File: config.mk
export PLATFORM = sky130hd
export DESIGN_NAME = apb_slave_regfile_flat
export DESIGN_NICKNAME = d
export VERILOG_FILES = /design/src/rtl/apb_slave_regfile_if.sv /design/src/rtl/apb_slave_regfile.sv /design/src/flat_wrapper.sv
export SDC_FILE = /design/constraint.sdc
export NUM_CORES = 1
export LEC_CHECK = 0
export ABC_AREA = 1
export CORE_MARGIN = 2
export CORE_UTILIZATION = 56
export DETAILED_ROUTE_END_ITERATION = 10
export PLACE_DENSITY = 0.74
export SYNTH_ARGS = -nofsm -noshare
export SYNTH_HDL_FRONTEND = slang
export SYNTH_SLANG_ARGS = --single-unit
File: constraint.sdc
create_clock -name HCLK -period 38.8 [get_ports HCLK]
set_input_delay 7.76 -clock HCLK [delete_from_list [all_inputs] [get_ports HCLK]]
set_output_delay 7.76 -clock HCLK [all_outputs]
set_load 0.1 [all_outputs]
File: src/rtl/apb_slave_regfile_if.sv
// APB bus bundle between the AHB-to-APB bridge (master) and one responder (slave).
// Pure wiring, no latency of its own.
// Backpressure is carried by PREADY from the slave.
interface apb_slave_regfile_if;
    logic [2:0]  PSEL;
    logic        PENABLE;
    logic        PWRITE;
    logic [31:0] PADDR;
    logic [31:0] PWDATA;
    logic [31:0] PRDATA;
    logic        PREADY;
    logic        PSLVERR;

    modport master (
        output PSEL, PENABLE, PWRITE, PADDR, PWDATA,
        input  PRDATA, PREADY, PSLVERR
    );

    modport slave (
        input  PSEL, PENABLE, PWRITE, PADDR, PWDATA,
        output PRDATA, PREADY, PSLVERR
    );
endinterface

File: src/rtl/apb_slave_regfile.sv
// APB responder: 16 x 32-bit register bank (reg0 = ID, reg15 = transfer count).
// Latency: PREADY first high in access-phase cycle WAIT_STATES+1 (setup + WAIT_STATES + 1).
// Backpressure: PREADY held low for WAIT_STATES access cycles; outputs come from flops only.
module apb_slave_regfile #(
    parameter int unsigned SEL_IDX     = 0,
    parameter logic [31:0] BASE_ADDR   = 32'h8000_0000,
    parameter int unsigned WAIT_STATES = 1,
    parameter logic [31:0] ID_VALUE    = 32'hA5B0_0001
) (
    input  logic                 HCLK,
    input  logic                 HRESET,
    apb_slave_regfile_if.slave   apb
);

    localparam logic [3:0] LP_WAIT = 4'(WAIT_STATES);

    typedef enum logic {
        ST_IDLE,
        ST_ACCESS
    } state_t;

    state_t      r_state;
    state_t      w_state_nxt;

    logic [3:0]  r_wait_cnt;
    logic        r_write;
    logic [3:0]  r_idx;
    logic [31:0] r_wdata;
    logic        r_err;
    logic [31:0] r_prdata;
    logic [31:0] r_regs [16];
    logic [31:0] r_count;

    logic        w_sel;
    logic        w_setup;
    logic        w_ready;
    logic        w_commit;
    logic        w_count_inc;
    logic [3:0]  w_idx;
    logic        w_err;
    logic [31:0] w_rd_val;
    logic        w_unused_psel;

    assign w_sel         = apb.PSEL[SEL_IDX];
    assign w_unused_psel = ^apb.PSEL;
    assign w_idx         = apb.PADDR[5:2];

    // Misaligned, outside our 64-byte window, or a write to a read-only slot.
    assign w_err = (apb.PADDR[1:0] != 2'b00)
                 | (apb.PADDR[31:6] != BASE_ADDR[31:6])
                 | (apb.PWRITE && ((w_idx == 4'd0) || (w_idx == 4'd15)));

    assign w_commit    = w_ready && r_write && !r_err;
    assign w_count_inc = w_ready && !r_err;

    // State register.
    always_ff @(posedge HCLK or posedge HRESET) begin
        if (HRESET) r_state <= ST_IDLE;
        else        r_state <= w_state_nxt;
    end

    // Next state; PREADY depends only on state and the wait counter.
    always_comb begin
        w_state_nxt = r_state;
        w_ready     = 1'b0;
        w_setup     = 1'b0;
        case (r_state)
            ST_IDLE: begin
                if (w_sel && !apb.PENABLE) begin
                    w_setup     = 1'b1;
                    w_state_nxt = ST_ACCESS;
                end
            end
            ST_ACCESS: begin
                if (r_wait_cnt == 4'd0) begin
                    w_ready = 1'b1;
                    if (w_sel && !apb.PENABLE) begin
                        w_setup     = 1'b1;
                        w_state_nxt = ST_ACCESS;
                    end else begin
                        w_state_nxt = ST_IDLE;
                    end
                end
            end
            default: w_state_nxt = ST_IDLE;
        endcase
    end

    // Read value, forwarding a write or count bump that commits on the same edge.
    always_comb begin
        w_rd_val = '0;
        if (w_idx == 4'd0)
            w_rd_val = ID_VALUE;
        else if (w_idx == 4'd15)
            w_rd_val = w_count_inc ? (r_count + 32'd1) : r_count;
        else if (w_commit && (r_idx == w_idx))
            w_rd_val = r_wdata;
        else
            w_rd_val = r_regs[w_idx];
    end

    // Capture the setup phase, run the wait counter, drop PRDATA after completion.
    always_ff @(posedge HCLK or posedge HRESET) begin
        if (HRESET) begin
            r_wait_cnt <= '0;
            r_write    <= 1'b0;
            r_idx      <= '0;
            r_wdata    <= '0;
            r_err      <= 1'b0;
            r_prdata   <= '0;
        end else if (w_setup) begin
            r_wait_cnt <= LP_WAIT;
            r_write    <= apb.PWRITE;
            r_idx      <= w_idx;
            r_wdata    <= apb.PWDATA;
            r_err      <= w_err;
            r_prdata   <= (!apb.PWRITE && !w_err) ? w_rd_val : '0;
        end else if ((r_state == ST_ACCESS) && (r_wait_cnt != 4'd0)) begin
            r_wait_cnt <= r_wait_cnt - 4'd1;
        end else if (w_ready) begin
            r_prdata   <= '0;
        end
    end

    // Register bank; slots 0 and 15 are never written here (writes to them are errors).
    always_ff @(posedge HCLK or posedge HRESET) begin
        if (HRESET) begin
            for (int i = 0; i < 16; i++) r_regs[i] <= '0;
        end else if (w_commit) begin
            r_regs[r_idx] <= r_wdata;
        end
    end

    // Transfer counter: every error-free completion, wraps naturally.
    always_ff @(posedge HCLK or posedge HRESET) begin
        if (HRESET)           r_count <= '0;
        else if (w_count_inc) r_count <= r_count + 32'd1;
    end

    assign apb.PREADY  = w_ready;
    assign apb.PSLVERR = w_ready & r_err;
    assign apb.PRDATA  = r_prdata;

endmodule
File: src/flat_wrapper.sv
// flat-port wrapper written by rule: the top's interface ports become plain ports
module apb_slave_regfile_flat 
#(
    parameter int unsigned SEL_IDX     = 0,
    parameter logic [31:0] BASE_ADDR   = 32'h8000_0000,
    parameter int unsigned WAIT_STATES = 1,
    parameter logic [31:0] ID_VALUE    = 32'hA5B0_0001
)
  (HCLK, HRESET, apb_PSEL, apb_PENABLE, apb_PWRITE, apb_PADDR, apb_PWDATA, apb_PRDATA, apb_PREADY, apb_PSLVERR);
  apb_slave_regfile_if apb_i ();
  input  logic HCLK;
  input  logic HRESET;
  input wire logic [$bits(apb_i.PSEL)-1:0] apb_PSEL;
  input wire logic [$bits(apb_i.PENABLE)-1:0] apb_PENABLE;
  input wire logic [$bits(apb_i.PWRITE)-1:0] apb_PWRITE;
  input wire logic [$bits(apb_i.PADDR)-1:0] apb_PADDR;
  input wire logic [$bits(apb_i.PWDATA)-1:0] apb_PWDATA;
  output wire logic [$bits(apb_i.PRDATA)-1:0] apb_PRDATA;
  output wire logic [$bits(apb_i.PREADY)-1:0] apb_PREADY;
  output wire logic [$bits(apb_i.PSLVERR)-1:0] apb_PSLVERR;
  assign apb_i.PSEL = apb_PSEL;
  assign apb_i.PENABLE = apb_PENABLE;
  assign apb_i.PWRITE = apb_PWRITE;
  assign apb_i.PADDR = apb_PADDR;
  assign apb_i.PWDATA = apb_PWDATA;
  assign apb_PRDATA = apb_i.PRDATA;
  assign apb_PREADY = apb_i.PREADY;
  assign apb_PSLVERR = apb_i.PSLVERR;
  apb_slave_regfile #(.SEL_IDX(SEL_IDX), .BASE_ADDR(BASE_ADDR), .WAIT_STATES(WAIT_STATES), .ID_VALUE(ID_VALUE)) u_core (.HCLK(HCLK), .HRESET(HRESET), .apb(apb_i));
endmodule
==> run_summary.xml <==
<?xml version="1.0" encoding="UTF-8"?>
<metrics>
  <group name="die">
    <metric name="die-width" unit="µm">230</metric>
    <metric name="core_area" unit="µm²">50200</metric>
    <metric name="design.die.area" unit="µm²">52800</metric>
    <metric name="start_util" unit="%">56.9</metric>
    <metric name="ioPinCount" unit="">105</metric>
    <metric name="placementRows" unit="">82</metric>
    <metric name="die_h" unit="µm">230</metric>
  </group>
  <group name="sta">
    <metric name="timing.final.setup_violations" unit="">0</metric>
    <metric name="fmaxAchievable" unit="MHz">90.3</metric>
    <metric name="worst_hold_slack" unit="ps">478</metric>
    <metric name="worst_slew_pin_slew" unit="ps">1160</metric>
    <metric name="maxSlewViolCount" unit="">0</metric>
    <metric name="rsz0062_at_grt" unit="">no</metric>
    <metric name="worst_slew_margin_rel" unit="%">22.7</metric>
    <metric name="timing.final.crit_share" unit="%">28.5</metric>
    <metric name="min_tclk_post_route" unit="ps">11080</metric>
    <metric name="hold_viol_final" unit="">0</metric>
    <metric name="timing.setup.tns" unit="ps">0</metric>
    <metric name="clock_skew" unit="ps">15.4</metric>
  </group>
  <group name="worst_hold_path">
    <metric name="worstHoldPathType" unit="">register to register</metric>
  </group>
  <group name="layout">
    <metric name="final_nets" unit="">3596</metric>
    <metric name="core_util_final" unit="%">63.3</metric>
    <metric name="final_layout_size_suffix_gt1_share" unit="%">4.73</metric>
    <metric name="layout-area-overhead-vs-synth" unit="%">11.4</metric>
    <metric name="layout_common_cells" unit="">1316 x sky130_fd_sc_hd__nand2_1, 619 x sky130_fd_sc_hd__dfrtp_1, 479 x sky130_fd_sc_hd__nand3_1, 448 x sky130_fd_sc_hd__o21ai_0, 136 x sky130_fd_sc_hd__o21ai_1</metric>
    <metric name="leading_cell_type_in_the_layout_fill_and_taps_excluded" unit="">sky130_fd_sc_hd__nand2_1</metric>
  </group>
  <group name="synthesis">
    <metric name="mappedNetlistNets" unit="">3662</metric>
    <metric name="synth_area" unit="µm²">28500</metric>
    <metric name="syn-instance-count" unit="">3588</metric>
    <metric name="register_bit_total_from_synthesis" unit="">619</metric>
    <metric name="yosysSeqAreaShare" unit="%">54.3</metric>
    <metric name="yosys_warnings" unit="">0</metric>
    <metric name="number_of_distinct_library_cells_after_synthesis" unit="">35</metric>
    <metric name="synth.avg_cell_area" unit="µm²">7.95</metric>
  </group>
  <group name="pwr">
    <metric name="vdd_ir_drop_max" unit="mV">0.0358</metric>
    <metric name="power.leakage" unit="nW">14.4</metric>
    <metric name="cellPowerDensity" unit="nW/µm²">52.9</metric>
  </group>
  <group name="drt">
    <metric name="routedWlPerCell" unit="µm">20.1</metric>
    <metric name="dr_total_vias" unit="">25200</metric>
    <metric name="violation_count_after_the_first_detailed_routing_iteration" unit="">3159</metric>
    <metric name="routed_wirelength" unit="µm">85400</metric>
    <metric name="drt_drc" unit="">0</metric>
    <metric name="antenna_left" unit="">0</metric>
    <metric name="first_pass_iters" unit="">6</metric>
    <metric name="routed_via_density" unit="">5.93</metric>
  </group>
  <group name="clocking">
    <metric name="post_cts_setup_buffer_count" unit="">0</metric>
    <metric name="cts_tree" unit="">built</metric>
    <metric name="numClockSinks" unit="">619</metric>
    <metric name="ctsHtreeMaxLevel" unit="">2</metric>
    <metric name="numCtsBuffers" unit="">61</metric>
    <metric name="cts.path.max_buffers" unit="">3</metric>
    <metric name="clk_pin_slew_worst_paths" unit="ps">70</metric>
    <metric name="ctsResizeCount" unit="">0</metric>
    <metric name="clkLatencyLatePin" unit="ps">640</metric>
    <metric name="clockRootBuffer" unit="">sky130_fd_sc_hd__clkbuf_16</metric>
    <metric name="holdBufCountCts" unit="">0</metric>
  </group>
  <group name="worst_setup_path">
    <metric name="crit_arrival" unit="ps">11590</metric>
    <metric name="r2r_slack" unit="ps">34940</metric>
    <metric name="timing.critical_path.to_type" unit="">register</metric>
    <metric name="cp-start-kind" unit="">primary input</metric>
    <metric name="critical_path_class" unit="">primary input to register</metric>
    <metric name="worst_ep_required_time" unit="ps">39320</metric>
    <metric name="maximum_net_fanout_on_the_critical_path" unit="">40</metric>
  </group>
  <group name="global_route">
    <metric name="antenna_found_initial" unit="">3</metric>
    <metric name="globalRouteTotalUtil" unit="%">32.5</metric>
    <metric name="global_route_wire_length_before_repair" unit="µm">134000</metric>
    <metric name="global_route.overflow_total" unit="">0</metric>
    <metric name="first_global_vias" unit="">24000</metric>
    <metric name="grt_start_max_net_pins" unit="">193</metric>
  </group>
  <group name="place">
    <metric name="gp_congestion" unit="">0.915</metric>
    <metric name="portBuffers" unit="">102</metric>
    <metric name="hpwlAfterDp" unit="µm">46700</metric>
  </group>
  <group name="flow_run">
    <metric name="max_cap_violations" unit="">0</metric>
  </group>
  <group name="run_status">
    <metric name="outcome" unit="">completed</metric>
  </group>
</metrics>
-- power breakdown --
part | internal [mW] | switching [mW]
Sequential | 0.723 | 0.0435
Clock | 0.374 | 0.253
Combinational | 0.0695 | 0.219
Total | 1.17 | 0.516
-- cells by family after synthesis --
family,share of synthesized area (%)
compound gates,11.4
flops,54.3
fa+ha+maj,0.132
buf+inv,5.41
xor+xnor,0.338
simple gates,28.4
-- metal layers --
| layer | up-vias | share of wire, % | GRT usage [%] |
|---|---|---|---|
| li1 | 11600 | - | - |
| met2 | 1274 | 46 | 51.5 |
| met4 | 2 | 5.4 | 17.8 |
| met1 | 12000 | 40 | 43.4 |
| met3 | 249 | 8.8 | 4.99 |
| met5 | - | 0.014 | 0 |
-- area by class of cell --
class                      count  area [µm²]
timing repair buffer         130        1260
sequential                   619       15500
antenna                        2        5.00
tap                          672         841
multi-input combinational   2582       11600
clock inverter                26         380
clock buffer                  86        1750
fill                        4270       18400
inverter                     128         495
-- critical path, stage by stage --
cell	delay, ps
sky130_fd_sc_hd__buf_2	410
sky130_fd_sc_hd__inv_2	740
sky130_fd_sc_hd__buf_4	680
sky130_fd_sc_hd__nand3_1	400
sky130_fd_sc_hd__nand3_1	440
sky130_fd_sc_hd__clkinv_1	640
sky130_fd_sc_hd__nand3_1	390
sky130_fd_sc_hd__nand2_1	80
-- flip-flops by register name, indices dropped and copies added (netlist names) --
register	count
u_core.r_err	1
u_core.r_state	1
u_core.r_idx	4
u_core.r_wait_cnt	4
u_core.r_regs	512
u_core.r_write	1
u_core.r_wdata	32
u_core.apb.PRDATA	32
u_core.r_count	32
-- metrics by stage --
step                cell area, µm²  power [mW]  std cells  setup WS, ps
floorplan                    28500       0.973       3588         13710
global placement             29600        1.04       4131         27250
detailed placement           29600        1.06       4131         27250
CTS                          31800        1.68       4243         27910
global route                 31800        1.76       4245         27480
finish                       31800        1.68       4245         27720
-- worst paths after layout --
check	startpoint	to	depth (start not counted)
min in group asynchronous	HRESET	u_core.r_regs[376]	2
worst max-delay path	apb_PADDR[5]	u_core.apb.PRDATA[13]	8
max in group asynchronous	HRESET	u_core.r_regs[231]	5
worst min register to register	u_core.apb.PRDATA[24]	u_core.apb.PRDATA[24]	2
worst min-delay path	u_core.apb.PRDATA[24]	u_core.apb.PRDATA[24]	2
worst max register to register	u_core.r_wait_cnt[0]	u_core.apb.PRDATA[11]	9
-- synth_stat cells --
| library cell | instances | area [µm²] |
|---|---|---|
| sky130_fd_sc_hd__ha_1 | 3 | 37.5 |
| sky130_fd_sc_hd__or2_2 | 6 | 37.5 |
| sky130_fd_sc_hd__nand2_2 | 5 | 31.3 |
| sky130_fd_sc_hd__nor3_1 | 5 | 25.0 |
| sky130_fd_sc_hd__inv_2 | 6 | 22.5 |
| sky130_fd_sc_hd__xor2_1 | 9 | 78.8 |
| sky130_fd_sc_hd__and2_1 | 1 | 6.26 |
| sky130_fd_sc_hd__o21bai_1 | 2 | 15.0 |
| sky130_fd_sc_hd__o211ai_1 | 27 | 203 |
| sky130_fd_sc_hd__a21o_1 | 1 | 7.51 |
| sky130_fd_sc_hd__a31oi_1 | 1 | 6.26 |
| sky130_fd_sc_hd__buf_1 | 28 | 105 |
| sky130_fd_sc_hd__inv_1 | 120 | 450 |
| sky130_fd_sc_hd__nand2_1 | 1316 | 4940 |
| sky130_fd_sc_hd__nand3_2 | 1 | 10.0 |
| sky130_fd_sc_hd__clkbuf_1 | 164 | 616 |
| sky130_fd_sc_hd__buf_2 | 64 | 320 |
| sky130_fd_sc_hd__nand2_4 | 4 | 45.0 |
| sky130_fd_sc_hd__o22ai_1 | 1 | 6.26 |
| sky130_fd_sc_hd__nor2_2 | 1 | 6.26 |
| sky130_fd_sc_hd__xnor2_1 | 2 | 17.5 |
| sky130_fd_sc_hd__dfrtp_1 | 619 | 15500 |
| sky130_fd_sc_hd__clkinv_1 | 2 | 7.51 |
| sky130_fd_sc_hd__nand3_1 | 479 | 2400 |
| sky130_fd_sc_hd__nor3_4 | 2 | 32.5 |
| sky130_fd_sc_hd__a21oi_1 | 16 | 80.1 |
| sky130_fd_sc_hd__o21ai_0 | 448 | 2240 |
| sky130_fd_sc_hd__nand4_1 | 9 | 56.3 |
| sky130_fd_sc_hd__nor2_4 | 2 | 22.5 |
| sky130_fd_sc_hd__buf_4 | 3 | 22.5 |
| sky130_fd_sc_hd__nand4_4 | 1 | 21.3 |
| sky130_fd_sc_hd__nand4_2 | 8 | 100 |
| sky130_fd_sc_hd__o21ai_1 | 136 | 681 |
| sky130_fd_sc_hd__nor2_1 | 90 | 338 |
| sky130_fd_sc_hd__nand3b_1 | 6 | 45.0 |
Note: power is estimated with default switching activity, not from simulation.
